<file path="src/rtl/bcd_count_ctrl.sv">
// Shared multi-digit BCD up/down counter: arbitrates inc/dec requesters and ripples
// each command through the digits LSD first, one digit per clock.
//   state  | meaning
//   IDLE   | waiting for load or a request; round-robin on contention
//   RIPPLE | updating digit k in direction dir_inc; completes on first non-wrapping digit
module bcd_count_ctrl #(
  parameter int DIGITS   = 4,
  parameter int SATURATE = 0
) (
  input  logic                  clock,
  input  logic                  reset,
  input  logic                  inc_req,
  input  logic                  dec_req,
  output logic                  inc_ack,
  output logic                  dec_ack,
  input  logic                  load,
  input  logic [4*DIGITS-1:0]   load_value,
  input  logic                  hold,
  output logic [4*DIGITS-1:0]   count,
  output logic                  busy,
  output logic                  carry_out,
  output logic                  borrow_out,
  output logic                  at_max,
  output logic                  at_zero
);

  localparam int KW = (DIGITS > 1) ? $clog2(DIGITS) : 1;
  localparam logic [KW-1:0] K_LAST = KW'(DIGITS - 1);

  typedef enum logic {IDLE, RIPPLE} state_t;

  state_t          state;
  logic [KW-1:0]   k;
  logic            dir_inc;
  logic            pref_inc;

  logic [3:0]            digit_k;
  logic [3:0]            digit_next;
  logic                  wraps;
  logic                  sat_hold;
  logic                  grant_inc;
  logic [4*DIGITS-1:0]   load_clamped;

  always_comb begin
    digit_k      = '0;
    at_max       = 1'b1;
    at_zero      = 1'b1;
    load_clamped = '0;
    for (int i = 0; i < DIGITS; i++) begin
      if (k == KW'(i)) digit_k = count[4*i +: 4];
      if (count[4*i +: 4] != 4'd9) at_max = 1'b0;
      if (count[4*i +: 4] != 4'd0) at_zero = 1'b0;
      load_clamped[4*i +: 4] = (load_value[4*i +: 4] > 4'd9) ? 4'd9 : load_value[4*i +: 4];
    end
  end

  always_comb begin
    wraps      = dir_inc ? (digit_k == 4'd9) : (digit_k == 4'd0);
    digit_next = '0;
    if (dir_inc) digit_next = wraps ? 4'd0 : digit_k + 4'd1;
    else         digit_next = wraps ? 4'd9 : digit_k - 4'd1;
    // k is zero only on the first ripple edge, which is where saturation is decided
    sat_hold  = (SATURATE != 0) && (k == '0) && (dir_inc ? at_max : at_zero);
    grant_inc = inc_req && (!dec_req || pref_inc);
  end

  always_ff @(posedge clock or negedge reset) begin
    if (!reset) begin
      state      <= IDLE;
      k          <= '0;
      dir_inc    <= 1'b1;
      pref_inc   <= 1'b1;
      count      <= '0;
      busy       <= 1'b0;
      inc_ack    <= 1'b0;
      dec_ack    <= 1'b0;
      carry_out  <= 1'b0;
      borrow_out <= 1'b0;
    end else begin
      inc_ack    <= 1'b0;
      dec_ack    <= 1'b0;
      carry_out  <= 1'b0;
      borrow_out <= 1'b0;
      if (!hold) begin
        unique case (state)
          IDLE: begin
            if (load) begin
              count <= load_clamped;
            end else if (inc_req || dec_req) begin
              dir_inc <= grant_inc;
              k       <= '0;
              state   <= RIPPLE;
              busy    <= 1'b1;
              if (inc_req && dec_req) pref_inc <= !grant_inc;
            end
          end
          RIPPLE: begin
            if (sat_hold) begin
              state      <= IDLE;
              busy       <= 1'b0;
              k          <= '0;
              inc_ack    <= dir_inc;
              dec_ack    <= !dir_inc;
              carry_out  <= dir_inc;
              borrow_out <= !dir_inc;
            end else begin
              for (int i = 0; i < DIGITS; i++)
                if (k == KW'(i)) count[4*i +: 4] <= digit_next;
              if (wraps && (k != K_LAST)) begin
                k <= k + 1'b1;
              end else begin
                state      <= IDLE;
                busy       <= 1'b0;
                k          <= '0;
                inc_ack    <= dir_inc;
                dec_ack    <= !dir_inc;
                carry_out  <= wraps && dir_inc;
                borrow_out <= wraps && !dir_inc;
              end
            end
          end
          default: state <= IDLE;
        endcase
      end
    end
  end

endmodule

</file>
<file path="config.mk">
export PLATFORM = sky130hd
export DESIGN_NAME = bcd_count_ctrl
export DESIGN_NICKNAME = d
export VERILOG_FILES = /design/src/rtl/bcd_count_ctrl.sv
export SDC_FILE = /design/constraint.sdc
export NUM_CORES = 1
export LEC_CHECK = 0
export BUFFER_PORTS_ARGS = -buffer_cell sky130_fd_sc_hd__buf_2
export CORE_UTILIZATION = 53
export DETAILED_ROUTE_END_ITERATION = 10
export PLACE_DENSITY = 0.79
export SKIP_CTS_REPAIR_TIMING = 1
export SLEW_MARGIN = 15
export SYNTH_ARGS = -nofsm -noshare
export SYNTH_HDL_FRONTEND = slang
export SYNTH_SLANG_ARGS = --single-unit
</file>
<file path="constraint.sdc">
create_clock -name clock -period 2.8 [get_ports clock]
set_input_delay 0.7 -clock clock [delete_from_list [all_inputs] [get_ports clock]]
set_output_delay 0.7 -clock clock [all_outputs]
set_load 0.05 [all_outputs]
</file>
==> metrics.txt <==
sequential cell area between 600 and 700 sq um; Fmax about 380 MHz; final hold viol count 0; # IOs 45; ANT nets after route 0; Starting Density between 50% and 60%; die height between 60 and 70 um; Initial DRC Count about 110; ys flop type dfrtp_1; Clk Latency, worst-skew pair ~330 ps; Synth Area per Inst just over 9 sq um; dpl cells between 200 and 300; setup TNS 0 ps; Multi-input gate area around 1100 sq um; synth top area cells dfrtp_1 (32%), nand2_1 (6.1%), ha_1 (5.4%); worst reg2reg setup slack ~160 ps; Worst Clk Skew 11.6 ps; most frequent cell after synthesis nand2_1; Top Family by Delay on Critical Path simple AND/OR/NAND/NOR gates; Worst Path Max Fanout 6; Clock Sink Count 26; minimum clock period approximately 2600 ps; Reg clk slew, reported paths between 100 and 150 ps; maximum vdd drop 0.701 mV; final setup violation count 0; grt ovf 0; Layout area overhead 17.4%; hold_ws about 340 ps; Distinct cells, synth between 50 and 60; CP max stage delay between 400 and 500 ps; Pwr Density about 1200 nW/um^2; Worst-Margin Slew ~710 ps; vias per inst roughly 5.9; vias in the first global route roughly 1500; max_cap viols 0; Syn Nets around 230; largest net degree at the start of global routing 27; Syn Std Cell Area 1850 sq um; die extent in x 61.1 um; flop and latch count out of synthesis 26; most frequent cells after synthesis nand2_1 (30), dfrtp_1 (24), nor2_1 (15); Mapped Cells 203; status finished with violations; leakage 0.000958 uW; CTS tree yes; layout net count roughly 290; die area 3740 sq um; Worst slew margin a little over half; Worst EP arrival a little under 3000 ps; share of post-route cells with drive strength above 1 about a third; area leader, netlist dfrtp_1; DRT Pass-1 Iters 7; first-pass GRT wire length between 7 and 8 mm; period utilization 94.4%; CTS max path bufs 2; total power between 2000 and 3000 uW; worst-path cell chain inv_1 > ha_1 > nor2_4 > o211ai_1 > and2_4 > inv_2 > ha_1 > nand3_4 > or3_4 > a21oi_4 > a22o_1; CP Launch Type flip-flop; async set or reset register ratio after synthesis 100%; Root Driver clkbuf_4; Synth top area share approximately 32%; Buffers & Inverters on Critical Path 2; DRC violations left 2; initial antenna violation count 0; Warnings, synthesis 0; Critical Path RT ~3100 ps; CTS buffer count 3; Routed WL per cell 15.6 um; RSZ-0062 raised after global routing no; failing checks design-rule violations; via count 1776; core area ~3300 sq um; Slowest-stage cell, CP dfrtp_1; most used cell along the critical path ha_1; Fillers 311; ANT cells 0; non-filler cells, final 300; sequential area share after synthesis about a third; final estimated routing congestion in global placement around 0.87; Core Rows 21; IO buf count 44; DP HPWL between 3 and 4 mm; H-tree depth 1; Worst Path Class, Setup reg -> reg; Hold Crit Class in -> async; number of synthesized flops with an enable pin 0; max-slew violations 0; global router's overall resource usage a little over a quarter; final WL between 4 and 5 mm; CP Capture Type flip-flop
-- where the power goes --
group	internal [uW]	switching, uW
sequential	528	210
combinational	616	1170
clock	55.9	109
-- stage by stage --
| stage | util (%) | cell area [sq um] | worst slack [ps] |
|---|---|---|---|
| after floorplan | - | 1850 | 13.3 |
| after global placement | 64.2 | 2140 | 214 |
| after detailed placement | 64.2 | 2140 | 182 |
| after CTS | 65.0 | 2170 | 112 |
| after global routing | 65.2 | 2170 | 14.4 |
| final | 65.2 | 2170 | 156 |
-- metal layers --
layer	vias to the layer above	GRT usage (%)	wire, um
met5	-	0	0
met4	0	12.0	118
met3	13	2.31	326
met2	86	40.7	2230
met1	820	39.6	2020
li1	857	-	-
-- worst paths after layout --
check | start | to | cells after the start
worst max-delay path | k[0] | k[1] | 11
worst min-delay path | reset | count[10] | 1
worst max register to register | k[0] | k[1] | 11
worst min register to register | pref_inc | pref_inc | 1
max in group asynchronous | reset | dir_inc | 1
min in group clock | pref_inc | pref_inc | 1
-- worst reg2reg max path, stage by stage (launching register included) --
cell and delay (ps):
dfrtp_1 440, inv_1 80, ha_1 300, nor2_4 210, o211ai_1 150, and2_4 200
inv_2 90, ha_1 230, nand3_4 100, or3_4 370, a21oi_4 250, a22o_1 180
-- logic make-up after synthesis --
family	synth area share, %
adders and majority gates	5.40
buffers and inverters	5.60
muxes	0.540
AOI/OAI and AO/OA	30.2
xor gates and xnor gates	0.473
DFF	35.2
and+or+nand+nor	22.6
-- flip-flops by register name (all words and copies together), names as in the netlist --
signal      count
borrow_out      1
busy            1
carry_out       1
count          16
dec_ack         1
dir_inc         1
inc_ack         1
k               2
pref_inc        1
state           1
-- cells in the final DEF, fill, tap and decap left out, drive strengths merged, types with 3 or more instances in the layout --
| cell type | netlist | routed |
|---|---|---|
| clkbuf | 3 | 4 |
| ha | 8 | 8 |
| a2bb2oi | 3 | 3 |
| a31oi | 8 | 8 |
| nand4 | 3 | 3 |
| buf | 3 | 53 |
| a41oi | 4 | 4 |
| o211ai | 3 | 3 |
| a21oi | 7 | 7 |
| nor2 | 17 | 17 |
| dfrtp | 24 | 24 |
| nand3 | 5 | 5 |
| nand2 | 30 | 30 |
| o21a | 5 | 5 |
| nand2b | 3 | 3 |
| o31ai | 4 | 4 |
| inv | 13 | 13 |
| o21ai | 13 | 13 |
| nor2b | 4 | 4 |
| o22ai | 4 | 4 |
| nor3 | 3 | 3 |
| nor4 | 7 | 7 |
-- layout make-up --
type,count,area share [%]
multi-input cells,158,50.6
inverters,13,2.24
repair buffers,53,13.2
clock buffers,4,1.21
well taps,46,2.65
flip-flops and latches,26,30.0
Note: power is estimated with default switching activity, not from simulation.
